==> src/rtl/apb2_pin_mux_regs.sv <==
// APB2 register bank holding a double-buffered pin-mux select table.
// Shadow entries are programmed freely; a CTRL commit copies them to the active table atomically.
module apb2_pin_mux_regs #(
    parameter int ADDR_BYTES = 1,
    parameter int PIN_COUNT  = 16
) (
    input  logic                   clk,
    input  logic                   rst,
    input  logic [ADDR_BYTES*8-1:0] PADDR,
    input  logic                   PSEL,
    input  logic                   PENABLE,
    input  logic                   PWRITE,
    input  logic [7:0]             PWDATA,
    output logic [7:0]             PRDATA,
    output logic [PIN_COUNT*8-1:0] mux_sel,
    output logic                   commit_pulse
);
    localparam int AW = ADDR_BYTES * 8;

    generate
        if ((PIN_COUNT < 1) || (PIN_COUNT > 64)) begin : g_bad_pin_count
            $error("apb2_pin_mux_regs: PIN_COUNT must be in 1..64");
        end
    endgenerate

    logic [PIN_COUNT-1:0][7:0] r_shadow;
    logic [PIN_COUNT-1:0][7:0] r_active;
    logic [7:0]                r_prdata;
    logic [7:0]                r_scratch;
    logic [7:0]                r_wrcount;
    logic                      r_pending;
    logic                      r_setup_seen;
    logic                      r_commit_pulse;

    logic                      w_hit;
    logic [7:0]                w_lo;
    logic                      w_setup;
    logic                      w_wr;
    logic [7:0]                w_rdata;

    // Any address bit above the low byte set means the access is not for us.
    assign w_hit   = ((PADDR >> 8) == AW'(0));
    assign w_lo    = PADDR[7:0];
    assign w_setup = PSEL & ~PENABLE;
    assign w_wr    = PSEL & PENABLE & r_setup_seen & PWRITE & w_hit;

    always_comb begin
        w_rdata = 8'h00;
        if (w_hit) begin
            case (w_lo)
                8'h00:   w_rdata = 8'hA5;
                8'h01:   w_rdata = {7'b0, r_pending};
                8'h03:   w_rdata = r_scratch;
                8'h04:   w_rdata = r_wrcount;
                default: begin
                    for (int i = 0; i < PIN_COUNT; i++) begin
                        if (w_lo == 8'(16 + i))  w_rdata = r_shadow[i];
                        if (w_lo == 8'(128 + i)) w_rdata = r_active[i];
                    end
                end
            endcase
        end
    end

    always_ff @(posedge clk or posedge rst) begin
        if (rst) begin
            r_shadow       <= '1;
            r_active       <= '1;
            r_prdata       <= 8'h00;
            r_scratch      <= 8'h00;
            r_wrcount      <= 8'h00;
            r_pending      <= 1'b0;
            r_setup_seen   <= 1'b0;
            r_commit_pulse <= 1'b0;
        end else begin
            r_commit_pulse <= 1'b0;
            if (w_setup) begin
                r_setup_seen <= 1'b1;
                r_prdata     <= w_rdata;
            end else if (PSEL && PENABLE) begin
                // Clearing here makes a held PENABLE a no-op after the first edge.
                r_setup_seen <= 1'b0;
            end

            if (w_wr) begin
                case (w_lo)
                    8'h02: begin
                        if (PWDATA[0]) begin
                            r_active       <= r_shadow;
                            r_commit_pulse <= 1'b1;
                            r_pending      <= 1'b0;
                            r_wrcount      <= 8'h00;
                        end else if (PWDATA[1]) begin
                            r_shadow  <= r_active;
                            r_pending <= 1'b0;
                            r_wrcount <= 8'h00;
                        end
                    end
                    8'h03:   r_scratch <= PWDATA;
                    default: begin
                        for (int i = 0; i < PIN_COUNT; i++) begin
                            if (w_lo == 8'(16 + i)) begin
                                r_shadow[i] <= PWDATA;
                                r_pending   <= 1'b1;
                                if (r_wrcount != 8'hFF) r_wrcount <= r_wrcount + 8'd1;
                            end
                        end
                    end
                endcase
            end
        end
    end

    assign PRDATA       = r_prdata;
    assign mux_sel      = r_active;
    assign commit_pulse = r_commit_pulse;
endmodule

==> config.mk <==
export PLATFORM = sky130hd
export DESIGN_NAME = apb2_pin_mux_regs
export DESIGN_NICKNAME = d
export VERILOG_FILES = /design/src/rtl/apb2_pin_mux_regs.sv
export SDC_FILE = /design/constraint.sdc
export NUM_CORES = 1
export LEC_CHECK = 0
export CORE_MARGIN = 3
export CORE_UTILIZATION = 35
export CTS_BUF_LIST = sky130_fd_sc_hd__clkbuf_16
export CTS_CLUSTER_DIAMETER = 60
export DETAILED_ROUTE_END_ITERATION = 12
export GPL_TIMING_DRIVEN = 0
export PLACE_DENSITY = 0.58
export RECOVER_POWER = 25
export SLEW_MARGIN = 5
export SYNTH_ARGS = -nofsm -noshare
export SYNTH_HDL_FRONTEND = slang
export SYNTH_SLANG_ARGS = --single-unit
==> constraint.sdc <==
create_clock -name clk -period 23.6 [get_ports clk]
set_input_delay 4.72 -clock clk [delete_from_list [all_inputs] [get_ports clk]]
set_output_delay 4.72 -clock clk [all_outputs]
set_load 0.01 [all_outputs]
==> results of run 1 <==
[layer usage]
layer	vias to the layer above	routed length, um
li1	6130	-
met1	7402	29410
met2	947	31100
met3	204	6564
met4	2	4027
met5	-	11
[layout by cell type, fill, tap and decap left out, types with 17 or more instances in the layout]
cell type        instances
nand3_1                 45
o21ai_0                 63
a31oi_1                 17
nand2_1                 95
dfstp_2                256
clkdlybuf4s50_1        150
buf_2                   31
o22ai_1                120
clkbuf_16               37
mux2_2                 133
nor3_1                  26
clkbuf_1                73
a22oi_1                 31
nor2_1                 159
a21oi_1                189
dfrtp_1                 27
[through the flow]
| step | hold slack [ns] | utilization | total power [mW] | area (um^2) | instances |
|---|---|---|---|---|---|
| 5_1_grt | 0.5002 | 0.4349 | 1.138 | 18330 | 2272 |
| 2_1_floorplan | 0.4512 | - | 0.5503 | 15020 | 1516 |
| 4_1_cts | 0.4899 | 0.4362 | 1.114 | 18380 | 2272 |
| 3_3_place_gp | 0.4671 | 0.4083 | 0.5847 | 17210 | 2206 |
| 3_5_place_dp | 0.4790 | 0.4100 | 0.5877 | 17270 | 2208 |
| 6_report | 0.4891 | 0.4349 | 1.109 | 18330 | 2272 |
[synth_stat cells (8+ instances only)]
cell type	instances
o221ai_1	14
nor2_1	159
a21oi_1	189
buf_2	31
o211ai_1	11
inv_1	8
mux2_2	133
nand4_1	11
o31ai_1	9
o22ai_1	120
nand3_1	45
a221o_1	8
dfrtp_1	27
and2_1	11
and3_1	8
nor4_1	8
nand2_1	95
a31oi_1	17
nor3_1	26
clkbuf_1	71
dfstp_2	256
buf_1	8
o21ai_0	63
a221oi_1	9
a211oi_1	13
a22oi_1	31
[cell families (layout without fill, tap and decap cells)]
logic type                 after synthesis  count (layout)  share of synthesized area
and+or+nand+nor                        421             421                     0.1369
adders and majority gates                1               1                  0.0008329
buffers and inverters                  128             345                    0.03857
AOI/OAI and AO/OA                      544             544                     0.2273
xor gates and xnor gates                 2               2                   0.001166
DFF                                    283             283                     0.4928
muxes                                  137             137                     0.1024
[state kept, by name, indices dropped and copies added (netlist names)]
signal	count
r_wrcount	8
r_pending	1
commit_pulse	1
r_scratch	8
mux_sel	128
PRDATA	8
r_shadow	128
r_setup_seen	1
[area by class of cell]
| type | count | area, um^2 | share of cell area |
|---|---|---|---|
| flip-flops and latches | 283 | 7402 | 0.4039 |
| multi-input cells | 1105 | 7044 | 0.3844 |
| repair buffers | 153 | 1519 | 0.08289 |
| clock buffers | 37 | 925.9 | 0.05053 |
| well taps | 539 | 674.4 | 0.03680 |
| plain buffers | 119 | 545.5 | 0.02977 |
| clock inverters | 27 | 178.9 | 0.009764 |
| inverters | 9 | 35.03 | 0.001912 |
[path summary, 6_finish.rpt]
path,from,to,slack (ns)
hold / removal,r_shadow[6],r_shadow[6],0.49
hold reg to reg,r_shadow[6],r_shadow[6],0.49
setup reg to reg,r_setup_seen,r_shadow[90],20.27
setup / recovery,rst,r_wrcount[5],11.15
min in group asynchronous,rst,PRDATA[3],5.60
max in group clk,PADDR[2],mux_sel[81],14.73
[worst min-delay path, stage by stage, from the launching register on]
cell and delay (ns):
dfstp_2 0.37, nand2_1 0.04, o21ai_0 0.07
[where the power goes]
part	internal (mW)	switching (mW)	total, mW
combinational	0.0193	0.0557	0.0750
clock	0.298	0.229	0.527
sequential	0.499	0.00820	0.507
total	0.816	0.293	1.11
==> impl_metrics.toml, run 1 <==
[placement]
port_buffers = 151
dp_hpwl_mm = 52.24
pre_cts_ws_ns = 14.35
gp_congestion = 1.026

[sta]
slew_violations = 288
finalSetupViolations = 0
fmax_mhz = 80.30
grt_setup_unrepaired = "no"
fin_ws_ns = 11.15
worst_pin_slew_ns = 6.123
min_period_over_period = 0.5277
fin_crit_ns = 12.45
finClkSkew_ns = 0.02635
finalHoldViolCount = 0
max-slew-margin-rel = -3.082
fin_setup_tns_ns = 0

[die]
core_area_mm2 = 0.04213
initial_core_util = 0.3565
die_y_um = 213.2
ios = 158
placementRows = 75
die_area_mm2 = 0.04544
die_w_um = 213.2

[yosys]
ys_seq_area_frac = 0.4928
yosysTopAreaCell = "dfstp_2"
synthesis.nets = 1538
synth-edff-count = 0
synth_cell_types = 82
synth_top_area_frac = 0.4479
syn_inst = 1516
syn_area_mm2 = 0.01502
yosysWarnings = 0
synth_seq_cells = 283
synthFlopType = "dfstp_2"
avgSynthCellArea_um2 = 9.907
synth_area_leaders = "dfstp_2, mux2_2, a21oi_1"
async_flop_share = 1.000

[global_route]
gr-max-usage-layer = "met2"
grt_pass1_wl_mm = 101.5
grt_use_met1 = 0.4264
met3_usage = 0.05613
grt.met2_usage = 0.4658
grt_usage = 0.3087
antenna_found_initial = 1
gr-total-overflow = 0
grt_pass1_vias = 14130
grt_max_degree = 117

[layout]
antennaDiodeCount = 0
layout.nets = 1729
drive_gt1_frac = 0.2943
area_growth_pct = 22.01
fillers = 4138

[critical_path]
cp-start-kind = "input port"
crit_fanout = 116
crit_chain = "dlygate4sd3_1, clkinvlp_2, clkbuf_1"
crit_type = "input port to async pin"
cp.required_ns = 22.77
reg2reg_depth = 7
crit_buf_inv = 3
arrival_ns = 11.62
critPathCaptureType = "async pin"
crit_family = "buffers and inverters"
cp.depth = 3
max_stage_delay_ns = 4.37
worst_path_max_delay_cell = "clkbuf_1"

[route]
drtPass1Iterations = 5
drc = 0
drtIter0Drc = 1772
post_drt_wl_per_cell_um = 31.30
detail-route-antenna-nets = 0
totalWireLength_mm = 71.12
vias = 14690
viasPerCell = 6.463

[clock_network]
clk_latency_ns = 0.56
cts_made_buffers = 36
ctsHtreeMaxLevel = 2
post-cts-setup-buffers = 0
ctsResizeCount = 0
clk_path_buf_depth = 3
cts.hold.buffers_added = 0
clkSlewWorstSetupHoldPaths_ns = 0.06
cts.sinks = 283
cts_tree = "built"
cts_root_buf = "clkbuf_16"

[outcome]
failed_checks = "max-capacitance violations, max-slew violations"
outcome = "complete, but fails checks"

[power]
ir_drop_v = 0.00003808
p_per_area_mw_per_mm2 = 60.52
p_leak_nw = 6.817

[worst_hold_path]
hold_depth = 2
worst_hold_path_type = "flip-flop to flip-flop"

[run]
maxCapViolCount = 3
Note: power is estimated with default switching activity, not from simulation.
==> run 2: changes to the inputs <==
==> constraint.sdc (replaced) <==
create_clock -name clk -period 12.5 [get_ports clk]
set_input_delay 2.5 -clock clk [delete_from_list [all_inputs] [get_ports clk]]
set_output_delay 2.5 -clock clk [all_outputs]
set_load 0.01 [all_outputs]
==> run 2 against run 1 <==
  * The flow still finishes with violations (max-capacitance violations, max-slew violations)
  * First-iteration DRC count up 4.2%
  * Combinational power up 92%
  * Register-to-register slack worse by 11 ns
  * Non-clock buffer count unchanged
  * Critical path depth up 5
  * Critical endpoint is now mux_sel[81]
==> impl_metrics.toml, run 2 (same netlist as run 1, synthesis figures left out) <==
[route]
met2_length_mm = 31.31
detail-route-antenna-nets = 0
drtPass1Iterations = 6
top_layer = "met5"
post_drt_wl_per_cell_um = 31.33
drc = 0
wl_met1_mm = 29.27
vias = 14750
viasPerCell = 6.494
totalWireLength_mm = 71.18
drtIter0Drc = 1846
dr_wl_met3_mm = 6.700

[clock_network]
cts_tree = "built"
cts_root_buf = "clkbuf_16"
ctsHtreeMaxLevel = 2
clk_latency_ns = 0.57
clkSlewWorstSetupHoldPaths_ns = 0.06
post-cts-setup-buffers = 0
ctsResizeCount = 0
cts_made_buffers = 36
cts.hold.buffers_added = 0
cts.sinks = 283
clk_path_buf_depth = 3

[die]
die_area_mm2 = 0.04544
die_w_um = 213.2
initial_core_util = 0.3565
die_y_um = 213.2
placementRows = 75
ios = 158
core_area_mm2 = 0.04213

[placement]
dp_hpwl_mm = 52.24
dp_cells = 2208
port_buffers = 151
post_dp_cell_area_mm2 = 0.01727
gp_congestion = 1.026

[critical_path]
crit_type = "input port to flip-flop"
crit_fanout = 10
cp-start-kind = "input port"
arrival_ns = 7.09
cp.required_ns = 12.97
critPathCaptureType = "flip-flop"

[sta]
min_period_over_period = 0.5294
finalHoldViolCount = 0
max-slew-margin-rel = -1.323
fmax_mhz = 151.1
fin_crit_ns = 6.617
finClkSkew_ns = 0.02675
slew_violations = 69
grt_setup_unrepaired = "no"
worst_pin_slew_ns = 3.466
finalSetupViolations = 0

[layout]
finalNonFillerCells = 2272
antennaDiodeCount = 0
layout.nets = 1729
fillers = 4135
regArea_mm2 = 0.007402
multi_input_area_mm2 = 0.007044
final_common_cell = "dfstp_2"
drive_gt1_frac = 0.2954
area_growth_pct = 22.33
fin_area_mm2 = 0.01837
final_cell_mix = "dfstp_2, a21oi_1, nor2_1"

[power]
p_leak_nw = 6.840
p_per_area_mw_per_mm2 = 114.2
p_total_mw = 2.098
ir_drop_v = 0.00007091

[global_route]
grt_pass1_vias = 14130
grt_pass1_wl_mm = 101.5
gr-total-overflow = 0
antenna_found_initial = 1
grt_usage = 0.3087
grt_max_degree = 117

[run]
maxCapViolCount = 1

[worst_hold_path]
worst_hold_path_type = "flip-flop to flip-flop"

[outcome]
failed_checks = "max-capacitance violations, max-slew violations"
outcome = "complete, but fails checks"
==> run 2: cell count changes in the layout (fill, tap and decap cells not counted) <==
cell,change
buf_16,+2
clkbuf_1,-2
==> run 2: worst max-delay path: stages <==
cell and delay (ns):
clkdlybuf4s50_1 0.54, clkbuf_1 0.32, nor2_1 0.78, nand3_1 0.40
nor3_1 1.08, buf_2 0.57, buf_2 0.49, mux2_2 0.39
==> run 2: routing by layer <==
metal  GRT usage  vias up
met3     0.05613      192
li1            -     6137
met2      0.4658      961
met5           0        -
met4      0.1561        2
met1      0.4264     7462
==> run 2: worst paths after layout <==
| check | slack [ns] | cells past startpoint | from | endpoint |
|---|---|---|---|---|
| worst max-delay path | 5.88 | 8 | PADDR[3] | mux_sel[81] |
| worst min-delay path | 0.49 | 2 | r_shadow[6] | r_shadow[6] |
| worst max register to register | 9.20 | 7 | r_setup_seen | r_shadow[94] |
| worst min register to register | 0.49 | 2 | r_shadow[6] | r_shadow[6] |
| max in group asynchronous | 7.47 | 2 | rst | r_wrcount[1] |
| min in group asynchronous | 3.47 | 2 | rst | PRDATA[3] |
==> run 2: area by class of cell <==
type / count / share of cell area
Inverter: 9 / 0.001907
Tap cell: 539 / 0.03671
Sequential cell: 283 / 0.4029
Clock buffer: 37 / 0.05040
Clock inverter: 27 / 0.009739
Multi-Input combinational cell: 1105 / 0.3834
Buffer: 119 / 0.02969
Timing Repair Buffer: 153 / 0.08526
==> run 2: report_power, final <==
group | internal [mW] | total, mW | switching, mW
clock network | 0.563 | 0.996 | 0.434
registers | 0.942 | 0.958 | 0.0156
logic | 0.0384 | 0.144 | 0.105
==> run 2: per-stage QoR <==
stage / TNS [ns] / hold slack [ns] / setup WS [ns] / utilization
after floorplan: 0 / 0.4512 / 2.616 / -
after global placement: -33.16 / 0.4671 / -1.235 / 0.4083
after detailed placement: 0 / 0.4790 / 5.473 / 0.4100
after CTS: 0 / 0.4899 / 6.024 / 0.4362
after global routing: 0 / 0.5002 / 5.777 / 0.4361
final: 0 / 0.4903 / 5.883 / 0.4361
==> run 3: changes to the inputs <==
==> constraint.sdc (replaced) <==
create_clock -name clk -period 6.6 [get_ports clk]
set_input_delay 1.32 -clock clk [delete_from_list [all_inputs] [get_ports clk]]
set_output_delay 1.32 -clock clk [all_outputs]
set_load 0.01 [all_outputs]
==> run 3 against run 2 <==
  * The run still ends with max-capacitance violations, max-slew violations left
  * Highest routed layer unchanged
  * Non-clock buffer count up 5
  * Setup slack lost 4.8 ns
  * Register-to-register slack worse by 5.9 ns
  * Sequential power grew 89%
  * First-iteration DRC count fell by 0.65%
  * Cell count up 0.18%
  * Die area unchanged
==> impl_metrics.toml, run 3 (same netlist as run 1, synthesis figures left out) <==
[outcome]
outcome = "complete, but fails checks"
failed_checks = "max-capacitance violations, max-slew violations"

[die]
initial_core_util = 0.3565
ios = 158
die_y_um = 213.2
core_area_mm2 = 0.04213
die_w_um = 213.2
placementRows = 75
die_area_mm2 = 0.04544

[layout]
drive_gt1_frac = 0.2948
final_common_cell = "dfstp_2"
final_cell_mix = "dfstp_2, a21oi_1, nor2_1"
layout.nets = 1733
antennaDiodeCount = 0
area_growth_pct = 22.52

[route]
vias = 14630
drc = 0
drtPass1Iterations = 5
viasPerCell = 6.430
drtIter0Drc = 1834
post_drt_wl_per_cell_um = 31.81
totalWireLength_mm = 72.40
detail-route-antenna-nets = 0

[sta]
max-slew-margin-rel = -0.4546
fin_setup_tns_ns = 0
finClkSkew_ns = 0.01952
fmax_mhz = 182.1
slew_violations = 155
fin_crit_ns = 5.491
grt_setup_unrepaired = "no"
finalHoldViolCount = 0
min_period_over_period = 0.8320
worst_pin_slew_ns = 2.182
finalSetupViolations = 0

[critical_path]
worst_path_max_delay_cell = "nor3_1"
crit_chain = "clkdlybuf4s50_1, clkbuf_1, nor2_1, nand3_1, nor3_1, buf_2, buf_2, mux2_2"
crit_fanout = 10
arrival_ns = 5.96
cp.depth = 8
regToRegStartpoint = "r_setup_seen"
crit_top_cell = "buf_2"
cp-start-kind = "input port"
crit_family = "simple AND/OR/NAND/NOR gates"
cp-startpoint = "PADDR[3]"
reg2reg_depth = 7
cp.required_ns = 7.06
setup.worst_path.end = "mux_sel[94]"
crit_type = "input port to flip-flop"
critPathCaptureType = "flip-flop"
r2r_slack_ns = 3.25
max_stage_delay_ns = 1.10
reg2reg_to = "r_shadow[86]"
crit_buf_inv = 4

[clock_network]
ctsHtreeMaxLevel = 2
clk_latency_ns = 0.56
post-cts-setup-buffers = 0
cts.hold.buffers_added = 0
cts.sinks = 283
cts_tree = "built"
cts_root_buf = "clkbuf_16"
cts_made_buffers = 35
clkSlewWorstSetupHoldPaths_ns = 0.06
ctsResizeCount = 0
clk_path_buf_depth = 3

[worst_hold_path]
worst_hold_path_type = "flip-flop to flip-flop"

[placement]
gp_congestion = 1.009
dp_hpwl_mm = 53.48
port_buffers = 151

[global_route]
grt_max_degree = 41
grt_pass1_vias = 13970
antenna_found_initial = 2
grt_usage = 0.3128
gr-total-overflow = 0
grt_pass1_wl_mm = 102.6

[run]
maxCapViolCount = 4

[power]
p_leak_nw = 6.859
p_total_mw = 3.987
p_per_area_mw_per_mm2 = 216.6
ir_drop_v = 0.0001254
## run 3: cell types whose count changed in the layout (fill, tap and decap cells not counted), sizes merged
cell      delta
bufinv       +1
clkinvlp     -1
inv          +1
clkbuf       +4
clkinv       -2
buf          +1
## run 3: area by class of cell
cell class	instances	area (um^2)
fillers	4100	23730
clock inverters	26	182.7
clock buffers	37	925.9
well taps	539	674.4
repair buffers	158	1587
plain buffers	119	545.5
multi-input cells	1105	7049
inverters	9	35.03
flip-flops and latches	283	7402
## run 3: worst min path at each step
stage          slack (ns)          end  cells past startpoint   startpoint
5_1_grt              0.48  r_shadow[5]                      2  r_shadow[5]
6_report             0.48  r_shadow[5]                      2  r_shadow[5]
3_3_place_gp         0.47  r_shadow[5]                      2  r_shadow[5]
3_5_place_dp         0.47  r_shadow[5]                      2  r_shadow[5]
4_1_cts              0.48  r_shadow[5]                      2  r_shadow[5]
2_1_floorplan        0.45  r_shadow[5]                      2  r_shadow[5]
## run 3: where the power goes
part           internal [mW]  total, mW  leakage (nW)  switching (mW)
logic                 0.0732      0.275          3.29           0.201
registers               1.78       1.81          3.01          0.0302
clock network           1.10       1.90         0.560           0.802
total                   2.95       3.99          6.86            1.03
## run 3: worst reg2reg max path: cells and delay by family, from the launching register on
family / cells / cell delay (ns)
and+or+nand+nor: 2 / 0.68
buffers and inverters: 3 / 1.91
AOI/OAI and AO/OA: 2 / 0.33
DFF: 1 / 0.34
## run 3: per-stage QoR
stage	instance area, um^2	setup slack, ns	utilization	cells	hold slack [ns]
4_1_cts	18460	1.281	0.4382	2276	0.4785
6_report	18400	1.109	0.4367	2276	0.4830
3_3_place_gp	17210	-0.4665	0.4084	2206	0.4679
2_1_floorplan	15020	1.740	-	1516	0.4512
3_5_place_dp	17360	0.7350	0.4119	2213	0.4699
5_1_grt	18400	0.6165	0.4367	2276	0.4809
## run 3: routing by layer
layer / wire length, um / track usage / vias to the layer above
met4: 4217 / 0.1609 / 4
met5: 29 / 0 / -
met1: 30220 / 0.4315 / 7444
li1: - / - / 6129
met2: 31720 / 0.4642 / 858
met3: 6204 / 0.06582 / 199
